$ cat config.mk
export PLATFORM = sky130hd
export DESIGN_NAME = mc_control_unit
export DESIGN_NICKNAME = d
export VERILOG_FILES = /design/src/rtl/mc_ctrl_pkg.sv /design/src/rtl/mc_control_unit_alu_decoder.sv /design/src/rtl/mc_control_unit.sv
export SDC_FILE = /design/constraint.sdc
export NUM_CORES = 1
export LEC_CHECK = 0
export CORE_UTILIZATION = 40
export DETAILED_ROUTE_END_ITERATION = 10
export MAX_ROUTING_LAYER = met4
export PLACE_DENSITY = 0.83
export SLEW_MARGIN = 20
export SYNTH_ARGS = -nofsm -noshare
export SYNTH_HDL_FRONTEND = slang
export SYNTH_SLANG_ARGS = --single-unit
$ cat constraint.sdc
create_clock -name clk -period 1.5 [get_ports clk]
set_input_delay 0.3 -clock clk [delete_from_list [all_inputs] [get_ports clk]]
set_output_delay 0.3 -clock clk [all_outputs]
set_load 0.005 [all_outputs]
$ cat src/rtl/mc_ctrl_pkg.sv
// Shared types and encodings for the multi-cycle RV32I control unit:
// FSM states, opcodes, ALU codes, datapath mux selects and the control bundle.
package mc_ctrl_pkg;

  typedef enum logic [3:0] {
    FETCH, DECODE, MEMADR, MEMRD, MEMWB, MEMWR,
    EXEC_R, EXEC_I, ALUWB, BRANCH, JAL, LUI, FAULT
  } state_t;

  localparam logic [6:0] OP_LOAD   = 7'b0000011;
  localparam logic [6:0] OP_STORE  = 7'b0100011;
  localparam logic [6:0] OP_R      = 7'b0110011;
  localparam logic [6:0] OP_I      = 7'b0010011;
  localparam logic [6:0] OP_BRANCH = 7'b1100011;
  localparam logic [6:0] OP_JAL    = 7'b1101111;
  localparam logic [6:0] OP_LUI    = 7'b0110111;

  localparam logic [2:0] ALU_ADD   = 3'b000;
  localparam logic [2:0] ALU_SUB   = 3'b001;
  localparam logic [2:0] ALU_AND   = 3'b010;
  localparam logic [2:0] ALU_OR    = 3'b011;
  localparam logic [2:0] ALU_PASSB = 3'b100;
  localparam logic [2:0] ALU_SLL   = 3'b101;
  localparam logic [2:0] ALU_XOR   = 3'b110;
  localparam logic [2:0] ALU_SRL   = 3'b111;

  localparam logic [1:0] SRCA_PC    = 2'b00;
  localparam logic [1:0] SRCA_OLDPC = 2'b01;
  localparam logic [1:0] SRCA_RS1   = 2'b10;
  localparam logic [1:0] SRCB_RS2   = 2'b00;
  localparam logic [1:0] SRCB_IMM   = 2'b01;
  localparam logic [1:0] SRCB_FOUR  = 2'b10;
  localparam logic [1:0] RES_ALUOUT = 2'b00;
  localparam logic [1:0] RES_RDATA  = 2'b01;
  localparam logic [1:0] RES_ALU    = 2'b10;

  // What the FSM asks of the ALU; the decoder turns it into a code.
  typedef enum logic [1:0] {AOP_ADD, AOP_SUB, AOP_PASSB, AOP_FUNC} alu_op_t;

  typedef struct packed {
    logic       mem_req;
    logic       mem_write;
    logic       adr_src;
    logic       ir_write;
    logic       pc_write;
    logic       reg_write;
    logic [1:0] alu_src_a;
    logic [1:0] alu_src_b;
    logic [1:0] result_src;
    alu_op_t    alu_op;
    logic       illegal;
    logic       fault;
  } ctrl_t;

endpackage

$ cat src/rtl/mc_control_unit_alu_decoder.sv
// Combinational ALU decoder: maps the FSM's ALU request plus func3/func7_5
// to the 3-bit ALU code, zero-extended to ALU_CTRL_W.
module mc_alu_decoder
  import mc_ctrl_pkg::*;
#(
  parameter int ALU_CTRL_W = 3
) (
  input  alu_op_t               op_i,
  input  logic [2:0]            func3_i,
  input  logic                  opcode5_i,
  input  logic                  func7_5_i,
  output logic [ALU_CTRL_W-1:0] alu_control_o
);

  logic [2:0] code;

  always_comb begin
    code = ALU_ADD;
    case (op_i)
      AOP_SUB:   code = ALU_SUB;
      AOP_PASSB: code = ALU_PASSB;
      AOP_FUNC: begin
        case (func3_i)
          // addi never subtracts: func7_5 is an immediate bit there
          3'b000:  code = (opcode5_i & func7_5_i) ? ALU_SUB : ALU_ADD;
          3'b001:  code = ALU_SLL;
          3'b100:  code = ALU_XOR;
          3'b101:  code = ALU_SRL;
          3'b110:  code = ALU_OR;
          3'b111:  code = ALU_AND;
          default: code = ALU_ADD;
        endcase
      end
      default:   code = ALU_ADD;
    endcase
  end

  assign alu_control_o = ALU_CTRL_W'(code);

endmodule

$ cat src/rtl/mc_control_unit.sv
// Multi-cycle RV32I control FSM with memory-ready watchdog.
// Optional macro MC_CTRL_BRANCH_EXT_EN adds blt/bge/bltu/bgeu branch decode.
module mc_control_unit
  import mc_ctrl_pkg::*;
#(
  parameter int ALU_CTRL_W = 3,
  parameter int WAIT_CNT_W = 4
) (
  input  logic                  clk,
  input  logic                  rst,
  input  logic [6:0]            opcode,
  input  logic [2:0]            func3,
  input  logic                  func7_5,
  input  logic                  zero,
  input  logic                  lt,
  input  logic                  ltu,
  input  logic                  mem_ready,
  output logic                  mem_req,
  output logic                  mem_write,
  output logic                  adr_src,
  output logic                  ir_write,
  output logic                  pc_write,
  output logic                  reg_write,
  output logic [1:0]            alu_src_a,
  output logic [1:0]            alu_src_b,
  output logic [1:0]            result_src,
  output logic [ALU_CTRL_W-1:0] alu_control,
  output logic                  illegal,
  output logic                  fault
);

  state_t                state_q, state_d;
  logic [WAIT_CNT_W-1:0] cnt_q, cnt_d;
  ctrl_t                 ctrl_c, ctrl_g;
  logic                  taken, wait_st, timeout;

  always_comb begin
    taken = 1'b0;
    case (func3)
      3'b000:  taken = zero;
      3'b001:  taken = ~zero;
`ifdef MC_CTRL_BRANCH_EXT_EN
      3'b100:  taken = lt;
      3'b101:  taken = ~lt;
      3'b110:  taken = ltu;
      3'b111:  taken = ~ltu;
`endif
      default: taken = 1'b0;
    endcase
  end

`ifndef MC_CTRL_BRANCH_EXT_EN
  logic unused_flags;
  assign unused_flags = lt ^ ltu;
`endif

  // Watchdog only runs in the states that wait on memory
  assign wait_st = (state_q == FETCH) || (state_q == MEMRD) || (state_q == MEMWR);
  assign timeout = wait_st & ~mem_ready & (&cnt_q);
  assign cnt_d   = (wait_st && !mem_ready) ? cnt_q + 1'b1 : '0;

  always_comb begin
    state_d = state_q;
    ctrl_c  = '0;
    case (state_q)
      FETCH: begin
        ctrl_c.mem_req    = 1'b1;
        ctrl_c.alu_src_b  = SRCB_FOUR;
        ctrl_c.result_src = RES_ALU;
        if (mem_ready) begin
          ctrl_c.ir_write = 1'b1;
          ctrl_c.pc_write = 1'b1;
          state_d         = DECODE;
        end
      end
      DECODE: begin
        ctrl_c.alu_src_a = SRCA_OLDPC;
        ctrl_c.alu_src_b = SRCB_IMM;
        case (opcode)
          OP_LOAD, OP_STORE: state_d = MEMADR;
          OP_R:              state_d = EXEC_R;
          OP_I:              state_d = EXEC_I;
          OP_BRANCH:         state_d = BRANCH;
          OP_JAL:            state_d = JAL;
          OP_LUI:            state_d = LUI;
          default: begin
            ctrl_c.illegal = 1'b1;
            state_d        = FETCH;
          end
        endcase
      end
      MEMADR: begin
        ctrl_c.alu_src_a = SRCA_RS1;
        ctrl_c.alu_src_b = SRCB_IMM;
        state_d          = opcode[5] ? MEMWR : MEMRD;
      end
      MEMRD: begin
        ctrl_c.mem_req = 1'b1;
        ctrl_c.adr_src = 1'b1;
        if (mem_ready) state_d = MEMWB;
      end
      MEMWB: begin
        ctrl_c.result_src = RES_RDATA;
        ctrl_c.reg_write  = 1'b1;
        state_d           = FETCH;
      end
      MEMWR: begin
        ctrl_c.mem_req   = 1'b1;
        ctrl_c.mem_write = 1'b1;
        ctrl_c.adr_src   = 1'b1;
        if (mem_ready) state_d = FETCH;
      end
      EXEC_R: begin
        ctrl_c.alu_src_a = SRCA_RS1;
        ctrl_c.alu_src_b = SRCB_RS2;
        ctrl_c.alu_op    = AOP_FUNC;
        state_d          = ALUWB;
      end
      EXEC_I: begin
        ctrl_c.alu_src_a = SRCA_RS1;
        ctrl_c.alu_src_b = SRCB_IMM;
        ctrl_c.alu_op    = AOP_FUNC;
        state_d          = ALUWB;
      end
      ALUWB: begin
        ctrl_c.result_src = RES_ALUOUT;
        ctrl_c.reg_write  = 1'b1;
        state_d           = FETCH;
      end
      BRANCH: begin
        ctrl_c.alu_src_a  = SRCA_RS1;
        ctrl_c.alu_src_b  = SRCB_RS2;
        ctrl_c.alu_op     = AOP_SUB;
        ctrl_c.result_src = RES_ALUOUT;
        ctrl_c.pc_write   = taken;
        state_d           = FETCH;
      end
      JAL: begin
        // PC takes the target computed in DECODE; ALU forms the link value
        ctrl_c.alu_src_a  = SRCA_OLDPC;
        ctrl_c.alu_src_b  = SRCB_FOUR;
        ctrl_c.result_src = RES_ALUOUT;
        ctrl_c.pc_write   = 1'b1;
        state_d           = ALUWB;
      end
      LUI: begin
        ctrl_c.alu_src_b = SRCB_IMM;
        ctrl_c.alu_op    = AOP_PASSB;
        state_d          = ALUWB;
      end
      FAULT: ctrl_c.fault = 1'b1;
      default: state_d = FETCH;
    endcase
    if (timeout) state_d = FAULT;
  end

  always_ff @(posedge clk or posedge rst) begin
    if (rst) begin
      state_q <= FETCH;
      cnt_q   <= '0;
    end else begin
      state_q <= state_d;
      cnt_q   <= cnt_d;
    end
  end

  // Outputs are held quiet for the whole time rst is high
  assign ctrl_g = rst ? '0 : ctrl_c;

  mc_alu_decoder #(.ALU_CTRL_W(ALU_CTRL_W)) u_alu_dec (
    .op_i         (ctrl_g.alu_op),
    .func3_i      (func3),
    .opcode5_i    (opcode[5]),
    .func7_5_i    (func7_5),
    .alu_control_o(alu_control)
  );

  assign mem_req    = ctrl_g.mem_req;
  assign mem_write  = ctrl_g.mem_write;
  assign adr_src    = ctrl_g.adr_src;
  assign ir_write   = ctrl_g.ir_write;
  assign pc_write   = ctrl_g.pc_write;
  assign reg_write  = ctrl_g.reg_write;
  assign alu_src_a  = ctrl_g.alu_src_a;
  assign alu_src_b  = ctrl_g.alu_src_b;
  assign result_src = ctrl_g.result_src;
  assign illegal    = ctrl_g.illegal;
  assign fault      = ctrl_g.fault;

endmodule

==> results.sh, run 1 <==
export IMPL_yosysWarnings=0
export IMPL_place_detailed_hpwl_mm=2.77
export IMPL_num_io_pins=34
export IMPL_cts_buffers=3
export IMPL_synthCells=136
export IMPL_cts_buffer_depth=2
export IMPL_yosysUniqueCellTypes=43
export IMPL_initial_core_util=0.431
export IMPL_status="did not finish"
export IMPL_gp_routability_congestion=0.939
export IMPL_synthesis_area_sq_um=971
export IMPL_synth_ff_type="dfrtp_1"
export IMPL_die_h_microns=51.3
export IMPL_ys_async_sr_fraction=1.00
export IMPL_syn_nets=154
export IMPL_synth_edf_count=0
export IMPL_grt_max_degree=12
export IMPL_synth_area_per_cell_sq_um=7.14
export IMPL_cts_sinks=8
export IMPL_rows=17
export IMPL_worst_path_end_type="primary output"
export IMPL_synth_top_cell_area_share=0.206
export IMPL_synth_top_cell_by_area="dfrtp_1"
export IMPL_grt_worst_setup_endpoint="alu_control[2]"
export IMPL_cts_root_buffer="clkbuf_4"
export IMPL_port_buffer_count=31
export IMPL_seq_area_frac_synth=0.206
export IMPL_htreeDepth=1
export IMPL_ys_seq_elements=8
export IMPL_haltStage="global routing (5_1_grt)"
export IMPL_die_x_microns=51.3
export IMPL_ys_top_cells_by_area="dfrtp_1 21%, nor2_1 7.0%, nor2b_1 5.2%"
export IMPL_stop_error="[ERROR DPL-0038] Utilization greater than 100%, impossible to legalize"
[metrics by stage]
step	hold slack [ns]	worst slack (ns)	instance area (sq um)	utilization	cells
after detailed placement	0.458	-0.830	1610	0.714	230
after floorplan	0.145	0.00150	972	-	136
after global placement	0.442	-0.704	1610	0.714	230
after CTS	0.497	-0.319	2080	0.921	261
[Yosys cell counts (2+ instances only)]
cell type	number
clkbuf_1	3
a211o_1	3
nor2_1	18
xor2_1	3
nand2b_1	5
nor3_1	10
nor3b_1	3
and2_1	3
nand3b_1	4
inv_1	3
a21oi_1	9
nand2_1	8
buf_2	5
nand3_1	5
dfrtp_1	8
buf_1	2
and3_1	3
nor4_1	2
nand4_1	2
a31oi_1	3
o21ai_0	3
nor2b_1	8
xnor2_1	3
[kinds of logic after synthesis]
group | share of synthesized area
AO/OA/AOI/OAI | 0.214
XOR/XNOR | 0.0541
adder cells (fa/ha/maj) | 0.0129
buffers and inverters | 0.0567
flip-flops | 0.206
multiplexers | 0.0103
AND/OR/NAND/NOR | 0.446
[repair_timing]
item | in CTS
pin swaps | 25
endpoints found under the setup margin | 22
hold endpoints to repair | 0
setup buffers | 34
cloned | 0
gates resized for setup | 141
hold buffers | 0
==> inputs of run 2 (changes only) <==
--- a/config.mk
+++ b/config.mk
@@ -5,10 +5,10 @@
 export SDC_FILE = /design/constraint.sdc
 export NUM_CORES = 1
 export LEC_CHECK = 0
-export CORE_UTILIZATION = 40
+export CORE_AREA = 2 2 63 65
 export DETAILED_ROUTE_END_ITERATION = 10
-export MAX_ROUTING_LAYER = met4
-export PLACE_DENSITY = 0.83
+export DIE_AREA = 0 0 65 67
+export PLACE_DENSITY_LB_ADDON = 0.15
 export SLEW_MARGIN = 20
 export SYNTH_ARGS = -nofsm -noshare
 export SYNTH_HDL_FRONTEND = slang
==> constraint.sdc (replaced) <==
create_clock -name clk -period 2 [get_ports clk]
set_input_delay 0.4 -clock clk [delete_from_list [all_inputs] [get_ports clk]]
set_output_delay 0.4 -clock clk [all_outputs]
set_load 0.005 [all_outputs]
==> results.sh, run 2 <==
export IMPL_status="completed"
export IMPL_finalHoldViolCount=0
export IMPL_fin_area_sq_um=1890
export IMPL_pwr_share_clk=0.164
export IMPL_fillers=354
export IMPL_synth_most_common_cell="nor2_1"
export IMPL_holdCritPathClass="flop to flop"
export IMPL_grt_max_degree=12
export IMPL_seqPwrFrac=0.191
export IMPL_core_region_area_sq_um=3610
export IMPL_rsz0062_at_grt="true"
export IMPL_fin_nets=237
export IMPL_regArea_sq_um=204
export IMPL_cts_tree="built"
export IMPL_r2r_slack_ns=0.24
export IMPL_cts_buffer_depth=2
export IMPL_p_leak_uw=0.000944
export IMPL_die_h_microns=67
export IMPL_tightestPinTransition_ns=0.294
export IMPL_seq_area_frac_synth=0.206
export IMPL_fin_util=0.525
export IMPL_final_setup_tns_ns=0
export IMPL_ys_top_cells_by_area="dfrtp_1 21%, nor2_1 7.0%, nor2b_1 5.2%"
export IMPL_synthCells=136
export IMPL_synth_commonest_cells="18 x nor2_1, 10 x nor3_1, 9 x a21oi_1"
export IMPL_initial_core_util=0.269
export IMPL_worst_setup_path_end_kind="primary output"
export IMPL_worstSetupStartpointType="flop"
export IMPL_timing_final_ws_setup_ns=0.000827
export IMPL_synth_top_cell_area_share=0.206
export IMPL_worstPathRequired_ns=1.60
export IMPL_ff2ff_path_depth=7
export IMPL_place_area_sq_um=1600
export IMPL_wl_per_cell_microns=13.6
export IMPL_power_total_uw=1160
export IMPL_route_vias_total=1310
export IMPL_drtPass1Iterations=4
export IMPL_yosysUniqueCellTypes=43
export IMPL_drt_iter0_drc=47
export IMPL_synthesis_area_sq_um=971
export IMPL_num_io_pins=34
export IMPL_final_cell_mix="49 x buf_4, 14 x nor2_1, 9 x nor3_1"
export IMPL_power_switching_uw=431
export IMPL_pwr_density_cell_nw_per_um2=611
export IMPL_num_antenna_cells=0
export IMPL_crit_fanout=3
export IMPL_fin_skew_ns=0.00342
export IMPL_drive_above_1_share=0.456
export IMPL_cts_root_buffer="clkbuf_8"
export IMPL_grt_usage=0.177
export IMPL_timing_rr_start="state_q[1]"
export IMPL_grt_pass1_vias=1399
export IMPL_grt_antenna_before_repair=0
export IMPL_cp_cell_sequence="buf_4 -> xor2_4 -> nor2_1 -> a211o_1 -> a21oi_2 -> clkdlybuf4s15_2"
export IMPL_clock_latency_ns=0.23
export IMPL_path_clk_slew_ns=0.04
export IMPL_setup_viol=0
export IMPL_cts_buffers=3
export IMPL_ys_seq_elements=8
export IMPL_finalCriticalPeriod_ns=2.00
export IMPL_worst_setup_path_type="flop to primary output"
export IMPL_synth_area_per_cell_sq_um=7.14
export IMPL_cts_sinks=8
export IMPL_largestRegisters="cnt_q: 4 flops, state_q: 4 flops"
export IMPL_irDropWorstVdd_mv=0.707
export IMPL_synth_top_cell_by_area="dfrtp_1"
export IMPL_yosysWarnings=0
export IMPL_area_growth_pct=95.0
export IMPL_gp_routability_congestion=0.882
export IMPL_post_route_drc_count=0
export IMPL_combPwrFrac=0.645
export IMPL_slowest_delay_ns=0.39
export IMPL_ant_nets=0
export IMPL_place_detailed_hpwl_mm=2.56
export IMPL_routed_wl_mm=3.61
export IMPL_r2r_end="state_q[3]"
export IMPL_cpMaxStageDelayCell="dfrtp_1"
export IMPL_min_delay_path_depth=1
export IMPL_syn_nets=154
export IMPL_port_buffer_count=31
export IMPL_die_x_microns=65
export IMPL_grt_pass1_wl_mm=6.12
export IMPL_die_area_sq_um=4360
export IMPL_p_int_uw=725
export IMPL_final_common_cell="buf_4"
export IMPL_cap_violations=0
export IMPL_worstHoldStart="cnt_q[0]"
export IMPL_switching_share=0.373
export IMPL_whs_endpoint="cnt_q[0]"
export IMPL_period_share=1.00
export IMPL_multiInputGateArea_sq_um=851
export IMPL_critPathArrivalTime_ns=1.60
export IMPL_drv_slew=0
export IMPL_slew_headroom=0.804
export IMPL_synth_ff_type="dfrtp_1"
export IMPL_max_freq_ghz=0.500
export IMPL_rows=22
export IMPL_via_per_inst=4.94
export IMPL_overflow=0
export IMPL_pre_cts_ws_ns=-0.528
export IMPL_htreeDepth=1
export IMPL_ys_async_sr_fraction=1.00
export IMPL_synth_edf_count=0
[run 2: kinds of logic after synthesis]
group,after synthesis,share of synthesized area
flops,8,0.206
mux,1,0.0103
compound gates,29,0.214
xor+xnor,6,0.0541
simple gates,78,0.446
fa+ha+maj,1,0.0129
buf+inv,13,0.0567
[run 2: layout make-up]
cell class / count / area share
well taps: 48 / 0.0317
multi-input cells: 115 / 0.449
inverters: 3 / 0.00595
flip-flops and latches: 8 / 0.108
clock buffers: 3 / 0.0218
repair buffers: 88 / 0.383
[run 2: power groups by stage]
stage | Sequential (uW) | Clock [uW] | Combinational, uW
global route | 226 | 208 | 813
floorplan | 198 | 0 | 295
detailed placement | 228 | 0 | 579
global placement | 229 | 0 | 578
CTS | 225 | 194 | 659
finish | 221 | 190 | 746
[run 2: what timing repair did]
action | 4_1_cts | 5_1_grt
setup endpoints to repair | 17 | 12
hold buffers | 0 | 0
pin swaps | 12 | 12
buffers inserted | 16 | 3
gates resized for setup | 60 | 40
[run 2: worst max-delay path: cells and delay by family (launching register included)]
kind                      cells  cell delay, ns
DFF                           1            0.39
buffers and inverters         2            0.38
AOI/OAI and AO/OA             2            0.36
xor gates and xnor gates      1            0.19
and+or+nand+nor               1            0.07
[run 2: how the worst max path moves through the flow]
stage	start	to	cells past startpoint
after floorplan	state_q[3]	alu_src_b[0]	5
after global placement	func3[0]	pc_write	6
after detailed placement	func3[0]	pc_write	6
after CTS	zero	pc_write	6
after global routing	state_q[0]	alu_src_b[0]	6
final	state_q[1]	alu_src_b[0]	6
[run 2: layer usage]
layer | vias to the layer above | wire (microns) | global-route usage
met1 | 617 | 1630 | 0.215
met4 | 0 | 59 | 0.0186
met5 | - | 0 | 0
met2 | 32 | 1780 | 0.329
li1 | 657 | - | -
met3 | 4 | 145 | 0.0355
[run 2: metrics by stage]
step | std cells | hold WS (ns)
6_report | 265 | 0.454
5_1_grt | 265 | 0.490
4_1_cts | 264 | 0.458
3_5_place_dp | 245 | 0.453
3_3_place_gp | 245 | 0.449
2_1_floorplan | 136 | 0.245
Note: power is estimated with default switching activity, not from simulation.
